### config.mk
export PLATFORM = sky130hd
export DESIGN_NAME = fetch_unit_flat
export DESIGN_NICKNAME = d
export VERILOG_FILES = /design/src/rtl/fetch_unit_pkg.sv /design/src/rtl/fetch_unit_if.sv /design/src/rtl/fetch_unit_branch_lut.sv /design/src/rtl/fetch_unit.sv /design/src/flat_wrapper.sv
export SDC_FILE = /design/constraint.sdc
export NUM_CORES = 1
export LEC_CHECK = 0
export ABC_AREA = 1
export CAP_MARGIN = 0
export CORE_MARGIN = 8
export CORE_UTILIZATION = 39
export DETAILED_ROUTE_END_ITERATION = 6
export PLACE_DENSITY_LB_ADDON = 0.12
export RECOVER_POWER = 50
export SLEW_MARGIN = 5
export SYNTH_ARGS = -nofsm -noshare
export SYNTH_HDL_FRONTEND = slang
export SYNTH_SLANG_ARGS = --single-unit
### constraint.sdc
create_clock -name CLK -period 1.52 [get_ports CLK]
set_input_delay 0.228 -clock CLK [delete_from_list [all_inputs] [get_ports CLK]]
set_output_delay 0.228 -clock CLK [all_outputs]
set_load 0.02 [all_outputs]
### src/rtl/fetch_unit_pkg.sv
// fetch_unit_pkg
// Shared definitions for the fetch stage: FSM state encoding, default
// geometry of the PC and the branch-target LUT, and an index-width helper.
// Optional feature macro used by this slice: FETCH_TAKEN_COUNT_EN.
package fetch_unit_pkg;

  localparam int DEFAULT_PC_W      = 10;
  localparam int DEFAULT_LUT_DEPTH = 16;

  typedef enum logic [1:0] {
    IDLE = 2'd0,
    RUN  = 2'd1,
    HALT = 2'd2
  } fetch_state_e;

  // Width of a LUT index; never below one bit so a depth-1 table still
  // has a legal port.
  function automatic int idx_w(input int depth);
    return (depth > 1) ? $clog2(depth) : 1;
  endfunction

endpackage

### src/rtl/fetch_unit_if.sv
// fetch_unit_if
// Bundles the fetch stage's control, LUT-write and status signals.
//   master : the sequencer / decode side (drives START, STALL, branch
//            controls, FLAG and LUT writes; observes PC and status)
//   slave  : the fetch unit itself
// Handshake: START is a level sampled on every rising edge; while high the
// unit (re)starts at START_ADDR and FETCH_VALID is high from the next edge.
// DONE rises on the edge that takes a HALT_REQ and stays high until the edge
// that samples START again. There is no ready/back-pressure path; STALL is
// the only way to hold the PC.
// 'state' is a debug view of the FSM register.
// Optional feature macro: FETCH_TAKEN_COUNT_EN adds TAKEN_CNT.
interface fetch_unit_if
  import fetch_unit_pkg::*;
#(
  parameter int PC_W      = DEFAULT_PC_W,
  parameter int LUT_DEPTH = DEFAULT_LUT_DEPTH
);
  localparam int IDX_W = idx_w(LUT_DEPTH);

  logic             START;
  logic             STALL;
  logic             BRANCH_EN;
  logic             JUMP_EN;
  logic             HALT_REQ;
  logic [IDX_W-1:0] LUT_IDX;
  logic             FLAG;
  logic             LUT_WE;
  logic [IDX_W-1:0] LUT_WADDR;
  logic [PC_W-1:0]  LUT_WDATA;
  logic [PC_W-1:0]  PROG_CTR;
  logic             FETCH_VALID;
  logic             DONE;
  fetch_state_e     state;
`ifdef FETCH_TAKEN_COUNT_EN
  logic [15:0]      TAKEN_CNT;

  modport master (
    output START, STALL, BRANCH_EN, JUMP_EN, HALT_REQ, LUT_IDX, FLAG,
           LUT_WE, LUT_WADDR, LUT_WDATA,
    input  PROG_CTR, FETCH_VALID, DONE, state, TAKEN_CNT
  );
  modport slave (
    input  START, STALL, BRANCH_EN, JUMP_EN, HALT_REQ, LUT_IDX, FLAG,
           LUT_WE, LUT_WADDR, LUT_WDATA,
    output PROG_CTR, FETCH_VALID, DONE, state, TAKEN_CNT
  );
`else
  modport master (
    output START, STALL, BRANCH_EN, JUMP_EN, HALT_REQ, LUT_IDX, FLAG,
           LUT_WE, LUT_WADDR, LUT_WDATA,
    input  PROG_CTR, FETCH_VALID, DONE, state
  );
  modport slave (
    input  START, STALL, BRANCH_EN, JUMP_EN, HALT_REQ, LUT_IDX, FLAG,
           LUT_WE, LUT_WADDR, LUT_WDATA,
    output PROG_CTR, FETCH_VALID, DONE, state
  );
`endif

endinterface

### src/rtl/fetch_unit_branch_lut.sv
// branch_lut
// Branch-target table: one synchronous write port, one combinational read
// port, asynchronous active-low clear of every entry.
//   clk_i, rst_ni        : clock, async active-low clear
//   we_i/waddr_i/wdata_i : write port (takes effect on the rising edge)
//   raddr_i/rdata_o      : combinational read; out-of-range index reads 0
// A read of the entry being written in the same cycle sees the old value.
module branch_lut
  import fetch_unit_pkg::*;
#(
  parameter int LUT_DEPTH = DEFAULT_LUT_DEPTH,
  parameter int PC_W      = DEFAULT_PC_W,
  localparam int IDX_W    = idx_w(LUT_DEPTH)
) (
  input  logic             clk_i,
  input  logic             rst_ni,
  input  logic             we_i,
  input  logic [IDX_W-1:0] waddr_i,
  input  logic [PC_W-1:0]  wdata_i,
  input  logic [IDX_W-1:0] raddr_i,
  output logic [PC_W-1:0]  rdata_o
);

  logic [PC_W-1:0] mem_q [LUT_DEPTH];

  always_ff @(posedge clk_i or negedge rst_ni) begin
    if (!rst_ni) begin
      for (int i = 0; i < LUT_DEPTH; i++) mem_q[i] <= '0;
    end else if (we_i && (32'(waddr_i) < 32'(LUT_DEPTH))) begin
      mem_q[waddr_i] <= wdata_i;
    end
  end

  assign rdata_o = (32'(raddr_i) < 32'(LUT_DEPTH)) ? mem_q[raddr_i] : '0;

endmodule

### src/rtl/fetch_unit.sv
// fetch_unit
// PC / instruction-fetch stage. Holds the PC and chooses the next one from
// restart, hold (stall/halt), LUT target (jump or taken branch) or PC+1.
// Sequences IDLE -> RUN -> HALT with a START/DONE handshake.
//   CLK, RESET_N : clock, asynchronous active-low reset
//   bus (slave)  : controls, FLAG, LUT write port, PROG_CTR, FETCH_VALID,
//                  DONE, debug state (and TAKEN_CNT when enabled)
// Optional feature macro: FETCH_TAKEN_COUNT_EN (16-bit saturating count of
// PC redirects by jumps / taken branches).
module fetch_unit
  import fetch_unit_pkg::*;
#(
  parameter int PC_W       = DEFAULT_PC_W,
  parameter int LUT_DEPTH  = DEFAULT_LUT_DEPTH,
  parameter int START_ADDR = 0
) (
  input  logic        CLK,
  input  logic        RESET_N,
  fetch_unit_if.slave bus
);

  localparam logic [PC_W-1:0] START_PC = PC_W'(START_ADDR);

  fetch_state_e    state_q, state_d;
  logic [PC_W-1:0] pc_q, pc_d;
  logic            valid_q, done_q;
  logic [PC_W-1:0] lut_rdata;
  logic [PC_W-1:0] target;
  logic            redirect;
  logic            redirect_taken;

  branch_lut #(
    .LUT_DEPTH (LUT_DEPTH),
    .PC_W      (PC_W)
  ) u_branch_lut (
    .clk_i   (CLK),
    .rst_ni  (RESET_N),
    .we_i    (bus.LUT_WE),
    .waddr_i (bus.LUT_WADDR),
    .wdata_i (bus.LUT_WDATA),
    .raddr_i (bus.LUT_IDX),
    .rdata_o (lut_rdata)
  );

  // Indices past the table (non-power-of-two depth) fall back to START_ADDR.
  assign target   = (32'(bus.LUT_IDX) < 32'(LUT_DEPTH)) ? lut_rdata : START_PC;
  // Jump wins over branch; FLAG only matters for a branch.
  assign redirect = bus.JUMP_EN | (bus.BRANCH_EN & bus.FLAG);

  always_comb begin
    state_d        = state_q;
    pc_d           = pc_q;
    redirect_taken = 1'b0;
    case (state_q)
      IDLE: begin
        if (bus.START) begin
          state_d = RUN;
          pc_d    = START_PC;
        end
      end
      RUN: begin
        if (bus.START) begin
          pc_d = START_PC;
        end else if (bus.STALL) begin
          pc_d = pc_q;
        end else if (bus.HALT_REQ) begin
          // PC stays on the halt instruction.
          state_d = HALT;
        end else if (redirect) begin
          pc_d           = target;
          redirect_taken = 1'b1;
        end else begin
          pc_d = pc_q + PC_W'(1);
        end
      end
      HALT: begin
        if (bus.START) begin
          state_d = RUN;
          pc_d    = START_PC;
        end
      end
      default: begin
        state_d = IDLE;
        pc_d    = START_PC;
      end
    endcase
  end

  always_ff @(posedge CLK or negedge RESET_N) begin
    if (!RESET_N) begin
      state_q <= IDLE;
      pc_q    <= START_PC;
      valid_q <= 1'b0;
      done_q  <= 1'b0;
    end else begin
      state_q <= state_d;
      pc_q    <= pc_d;
      valid_q <= (state_d == RUN);
      done_q  <= (state_d == HALT);
    end
  end

  assign bus.PROG_CTR    = pc_q;
  assign bus.FETCH_VALID = valid_q;
  assign bus.DONE        = done_q;
  assign bus.state       = state_q;

`ifdef FETCH_TAKEN_COUNT_EN
  logic [15:0] taken_cnt_q, taken_cnt_d;

  always_comb begin
    taken_cnt_d = taken_cnt_q;
    if (bus.START) begin
      taken_cnt_d = '0;
    end else if (redirect_taken && (taken_cnt_q != 16'hFFFF)) begin
      taken_cnt_d = taken_cnt_q + 16'd1;
    end
  end

  always_ff @(posedge CLK or negedge RESET_N) begin
    if (!RESET_N) taken_cnt_q <= '0;
    else          taken_cnt_q <= taken_cnt_d;
  end

  assign bus.TAKEN_CNT = taken_cnt_q;
`else
  // Kept so the redirect decode reads the same with or without the counter.
  logic unused_redirect_taken;
  assign unused_redirect_taken = redirect_taken;
`endif

endmodule

### src/flat_wrapper.sv
// flat-port wrapper written by rule: the top's interface ports become plain ports
module fetch_unit_flat import fetch_unit_pkg::*;
#(
  parameter int PC_W       = DEFAULT_PC_W,
  parameter int LUT_DEPTH  = DEFAULT_LUT_DEPTH,
  parameter int START_ADDR = 0
)
  (CLK, RESET_N, bus_START, bus_STALL, bus_BRANCH_EN, bus_JUMP_EN, bus_HALT_REQ, bus_LUT_IDX, bus_FLAG, bus_LUT_WE, bus_LUT_WADDR, bus_LUT_WDATA, bus_PROG_CTR, bus_FETCH_VALID, bus_DONE, bus_state);
  fetch_unit_if #(.PC_W(PC_W), .LUT_DEPTH(LUT_DEPTH)) bus_i ();
  input  logic CLK;
  input  logic RESET_N;
  input wire logic [$bits(bus_i.START)-1:0] bus_START;
  input wire logic [$bits(bus_i.STALL)-1:0] bus_STALL;
  input wire logic [$bits(bus_i.BRANCH_EN)-1:0] bus_BRANCH_EN;
  input wire logic [$bits(bus_i.JUMP_EN)-1:0] bus_JUMP_EN;
  input wire logic [$bits(bus_i.HALT_REQ)-1:0] bus_HALT_REQ;
  input wire logic [$bits(bus_i.LUT_IDX)-1:0] bus_LUT_IDX;
  input wire logic [$bits(bus_i.FLAG)-1:0] bus_FLAG;
  input wire logic [$bits(bus_i.LUT_WE)-1:0] bus_LUT_WE;
  input wire logic [$bits(bus_i.LUT_WADDR)-1:0] bus_LUT_WADDR;
  input wire logic [$bits(bus_i.LUT_WDATA)-1:0] bus_LUT_WDATA;
  output wire logic [$bits(bus_i.PROG_CTR)-1:0] bus_PROG_CTR;
  output wire logic [$bits(bus_i.FETCH_VALID)-1:0] bus_FETCH_VALID;
  output wire logic [$bits(bus_i.DONE)-1:0] bus_DONE;
  output wire logic [$bits(bus_i.state)-1:0] bus_state;
  assign bus_i.START = bus_START;
  assign bus_i.STALL = bus_STALL;
  assign bus_i.BRANCH_EN = bus_BRANCH_EN;
  assign bus_i.JUMP_EN = bus_JUMP_EN;
  assign bus_i.HALT_REQ = bus_HALT_REQ;
  assign bus_i.LUT_IDX = bus_LUT_IDX;
  assign bus_i.FLAG = bus_FLAG;
  assign bus_i.LUT_WE = bus_LUT_WE;
  assign bus_i.LUT_WADDR = bus_LUT_WADDR;
  assign bus_i.LUT_WDATA = bus_LUT_WDATA;
  assign bus_PROG_CTR = bus_i.PROG_CTR;
  assign bus_FETCH_VALID = bus_i.FETCH_VALID;
  assign bus_DONE = bus_i.DONE;
  assign bus_state = bus_i.state;
  fetch_unit #(.PC_W(PC_W), .LUT_DEPTH(LUT_DEPTH), .START_ADDR(START_ADDR)) u_core (.CLK(CLK), .RESET_N(RESET_N), .bus(bus_i));
endmodule
# After elaboration in Yosys (flattened, before gate mapping)

Cells that the tools add are included.

Flip-flop bits (word level): 174
Input port bits: 27
Output and inout bits: 14
Logic and storage cells: 56

$add $sub $neg: 1
Magnitude comparators: 3
Equal/unequal tests: 7
Multiplexer cells: 17
Bitwise gates (word level): 4
Reductions and logical operators: 4

Operator list:

| cell                  | count |
|---|---|
| $bwmux 160            | 1 |
| $mux 10               | 8 |
| $bmux 10 s4           | 1 |
| $demux 10 s4          | 1 |
| $pmux 10 s2           | 1 |
| $add 10x1->10 const B | 1 |
| $ge 5x5->1 const B    | 2 |
| $not 4->5             | 2 |
| $mux 2                | 4 |
| $ne 3x3->1 const B    | 2 |
| $lt 5x1->1 const B    | 1 |
| $eq 2x1->1 const B    | 2 |
| $eq 2x2->1 const B    | 2 |
| $pmux 2 s2            | 1 |
| $reduce_and 3->1      | 1 |
| $logic_not 2->1       | 1 |
| $ne 2x1->1 const B    | 1 |
| $reduce_or 2->1       | 1 |
| $and 1x1->1           | 1 |
| $logic_and 1x1->1     | 1 |
| $or 1x1->1            | 1 |

# Depth between registers and ports, before layout

Word-level depth: 9
Depth in mapped cells: 12

# Cells and area by module

From an unflattened synthesis, not the netlist that was laid out.

Cell total of the unflattened synthesis: 1176
Area total of the unflattened synthesis: 8723.4 um^2

By module, submodules not included:

| module     | instances | cells an instance | area an instance (um^2) | seq. area each (um^2) |
|---|---|---|---|---|
| branch_lut | 1         | 1047              | 7798.7                  | 4003.8 |
| fetch_unit | 1         | 129               | 924.6                   | 350.3 |

# Least setup slack after synthesis

Ideal clock, no wire load.

Path kind: register to register
From: register u_core.pc_q[0], in the netlist u_core.bus.PROG_CTR[0]
To: register u_core.pc_q[8], in the netlist u_core.bus.PROG_CTR[8]
Library setup time: 0.117 ns
Arrival time: 1.405 ns
Data required time: 1.403 ns
Slack: -0.002 ns
Stages on the path, launching flop included: 10
Path buffers: 0
Period minus slack after synthesis: 1.522 ns
Cell sequence: dfrtp_1 ha_1 nand2_1 nor3_1 nand2_1 xor2_1 nand2_1 nand2_1 nand2_1 nand2_1

Word-level cells in the longest chain between the ends: 6

Ends and longest elaborated chain:

| element                | line             | source |
|---|---|---|
| from (decl)            | fetch_unit.sv:25 | `logic [PC_W-1:0] pc_q, pc_d;` |
| from (signal assigned) | fetch_unit.sv:97 | `pc_q <= pc_d;` |
| $add 10x1->10          | fetch_unit.sv:73 | `pc_d = pc_q + PC_W'(1);` |
| $mux 10                | fetch_unit.sv:69 | `end else if (redirect) begin` |
| $mux 10                | fetch_unit.sv:66 | `end else if (bus.HALT_REQ) begin` |
| $mux 10                | fetch_unit.sv:64 | `end else if (bus.STALL) begin` |
| $mux 10                | fetch_unit.sv:62 | `if (bus.START) begin` |
| $pmux 10 s2            | fetch_unit.sv:54 | `case (state_q)` |

Every way passes these cells. The select of a mux whose other input is x is not followed.
A chain may end at the register's enable or synchronous reset.

# Worst setup path in the final report

From: register u_core.pc_q[4], in the netlist u_core.bus.PROG_CTR[4]
To: output bus_PROG_CTR[4]

RTL lines:

| element   | line               | source |
|---|---|---|
| to (decl) | flat_wrapper.sv:22 | `output wire logic [$bits(bus_i.PROG_CTR)-1:0] bus_PROG_CTR;` |

No word-level cell between the ends.

==> results.cfg <==
[floorplan]
die_x_um = 161.8
start_util_pct = 39.57
io_pins = 41
dieArea_um2 = 26190
die_h_um = 161.8
rows = 53
core_um2 = 20960

[grt]
use_met1_pct = 26.72
grt_use_met2_pct = 29.38
grtUsageTotal_pct = 18.80
grt.met3_usage_pct = 3.164
grt_first_pass_wirelength_um = 38830
antenna_found_initial = 0
grt_overflow = 0
grt_max_degree = 47
busiest_layer = met2
grt_pass1_vias = 6956

[timing]
holdWs_ns = 0.4043
finalCritPeriodShare_pct = 97.07
slew_viol_final = 0
fin_tns_setup_ns = 0
setup_ws_ns = 0.04450
fmax_mhz = 677.7
relSlewSlack_pct = 32.53
finalSetupViolCount = 0
worst_pin_slew_ns = 1.012
hold_violations = 0
fin_crit_ns = 1.475
clock_skew_ns = 0.01186

[finish]
n_antenna_cell = 0
nFillCells = 2113
finish.utilization_pct = 49.43
multi_input_area_um2 = 3298
seq_area_um2 = 4357
area_growth_pct = 24.91
nets = 1177
drive_gt1_share_pct = 11.90

[route]
ant_nets = 0
wirelength_um = 23670
initialDrtViolationCount = 642
dr.pass1.iters = 5
drt-vias-per-instance = 4.984
num_vias = 7152
wl_per_cell_um = 16.49
drcViolationCount = 0

[yosys]
synth_edf_count = 0
syn_avg_cell_area_um2 = 7.722
synth_cell_type_count = 25
synth_common_cells = 343 x nand2_1, 174 x dfrtp_1, 164 x o21ai_0, 91 x nand3_1, 87 x inv_1
synthesis.nets = 1102
synth_top_area_share_pct = 52.50
yosys_warnings = 0
yosysTopAreaCell = dfrtp_1
synthesis.area_um2 = 8293
async_flop_share_pct = 100.0
syn_inst = 1074
seq_area_frac_synth_pct = 52.50
synth_ff_type = dfrtp_1
synth_most_common_cell = nand2_1
synthTopCellsByArea = dfrtp_1 53%, nand2_1 16%, o21ai_0 9.9%
ys_ff_latch = 174

[clock_network]
cts.sinks = 174
clk_pin_slew_ns = 0.07
clockRootBuffer = clkbuf_16
tritoncts = built
ctsHtreeMaxLevel = 4
clock_path_buffers = 2
clock_latency_ns = 0.43
cts_buffers = 17

[place]
pre_cts_ws_ns = -0.1997
gp_congestion = 0.8254
port_buffers = 40
dp_hpwl_um = 15960

[power]
p_total_mw = 13.29
ir_drop_uv = 596.2
p_leak_nw = 5.038
power_density_nw_per_um2 = 1283

[setup_path]
worstSetupEndpointType = output port
cp-startpoint = u_core.bus.PROG_CTR[4]
path_max_fanout = 4
arrival_ns = 1.25
rrSetupSlack_ns = 0.10
cp-start-kind = register
worstSetupPathType = reg2out
reg2reg_depth = 9
crit_path_end = bus_PROG_CTR[4]
worst_ep_required_time_ns = 1.29
worst_r2r_startpoint = u_core.bus.PROG_CTR[0]
reg2reg_to = u_core.bus.PROG_CTR[6]

[status]
outcome = complete, no violations

[worst_hold_path]
min_from = bus_LUT_WDATA[9]
hold_path_class = in2reg

[flow_run]
cap_violations = 0
## power breakdown
group          switching (mW)  total, mW  internal, mW
clock                    1.84       4.76          2.92
combinational            1.44       2.47          1.03
sequential              0.478       6.06          5.58
total                    3.76       13.3          9.53
## layer usage
layer,wire length (um),up-vias
li1,-,3588
met3,954,20
met5,0,-
met1,11650,3399
met4,231,0
met2,10830,145
## worst min-delay path by stage
stage                                           endpoint  slack, ns  cells past startpoint
after floorplan                          u_core.bus.DONE      -0.07                      0
after global placement     u_core.u_branch_lut.mem_q[38]       0.16                      1
after detailed placement   u_core.u_branch_lut.mem_q[38]       0.17                      1
after CTS                  u_core.u_branch_lut.mem_q[38]       0.27                      2
after global routing      u_core.u_branch_lut.mem_q[119]       0.47                      3
final                     u_core.u_branch_lut.mem_q[119]       0.40                      3
## what timing repair did
| action | CTS | global route |
|---|---|---|
| hold endpoints to repair | 29 | 0 |
| hold buffers | 1 | 0 |
| gates resized for setup | 20 | 8 |
| endpoints found under the setup margin | 14 | 8 |
| buffers inserted | 0 | 0 |
## area by class of cell
| class | count | share of cell area, % |
|---|---|---|
| repair buffers | 130 | 13.36 |
| multi-input cells | 736 | 31.84 |
| flip-flops and latches | 174 | 42.06 |
| clock buffers | 21 | 4.638 |
| clock inverters | 9 | 1.522 |
| inverters | 90 | 3.261 |
| well taps | 275 | 3.322 |
## cells in the final DEF (no fill, tap or decap), types with 22 or more instances in the layout
master / n
a21oi_1: 27
buf_4: 59
dfrtp_1: 172
nand3_1: 90
buf_12: 26
nor2_1: 63
nand2_1: 343
inv_1: 87
o21ai_0: 164
clkdlybuf4s50_1: 22
## stage by stage
stage,cells,area [um2]
6_report,1435,10360
5_1_grt,1435,10360
4_1_cts,1435,10390
3_5_place_dp,1404,9756
3_3_place_gp,1404,9756
2_1_floorplan,1074,8294
## state kept, by name, summed over array words and instances, names as in the netlist
name / count
u_core.bus.DONE: 1
u_core.bus.FETCH_VALID: 1
u_core.bus.PROG_CTR: 10
u_core.bus.state: 2
u_core.u_branch_lut.mem_q: 160
## critical path, stage by stage, from the launching register on
cell             delay, ns
dfrtp_1               0.40
buf_4                 0.16
clkdlybuf4s15_2       0.25
## cells by family after synthesis
family | after synthesis | synth area share [%]
flops | 174 | 52.50
simple gates | 507 | 24.64
buf+inv | 164 | 8.087
xor+xnor | 4 | 0.4225
fa+ha+maj | 1 | 0.1509
compound gates | 224 | 14.20
Note: power is estimated with default switching activity, not from simulation.
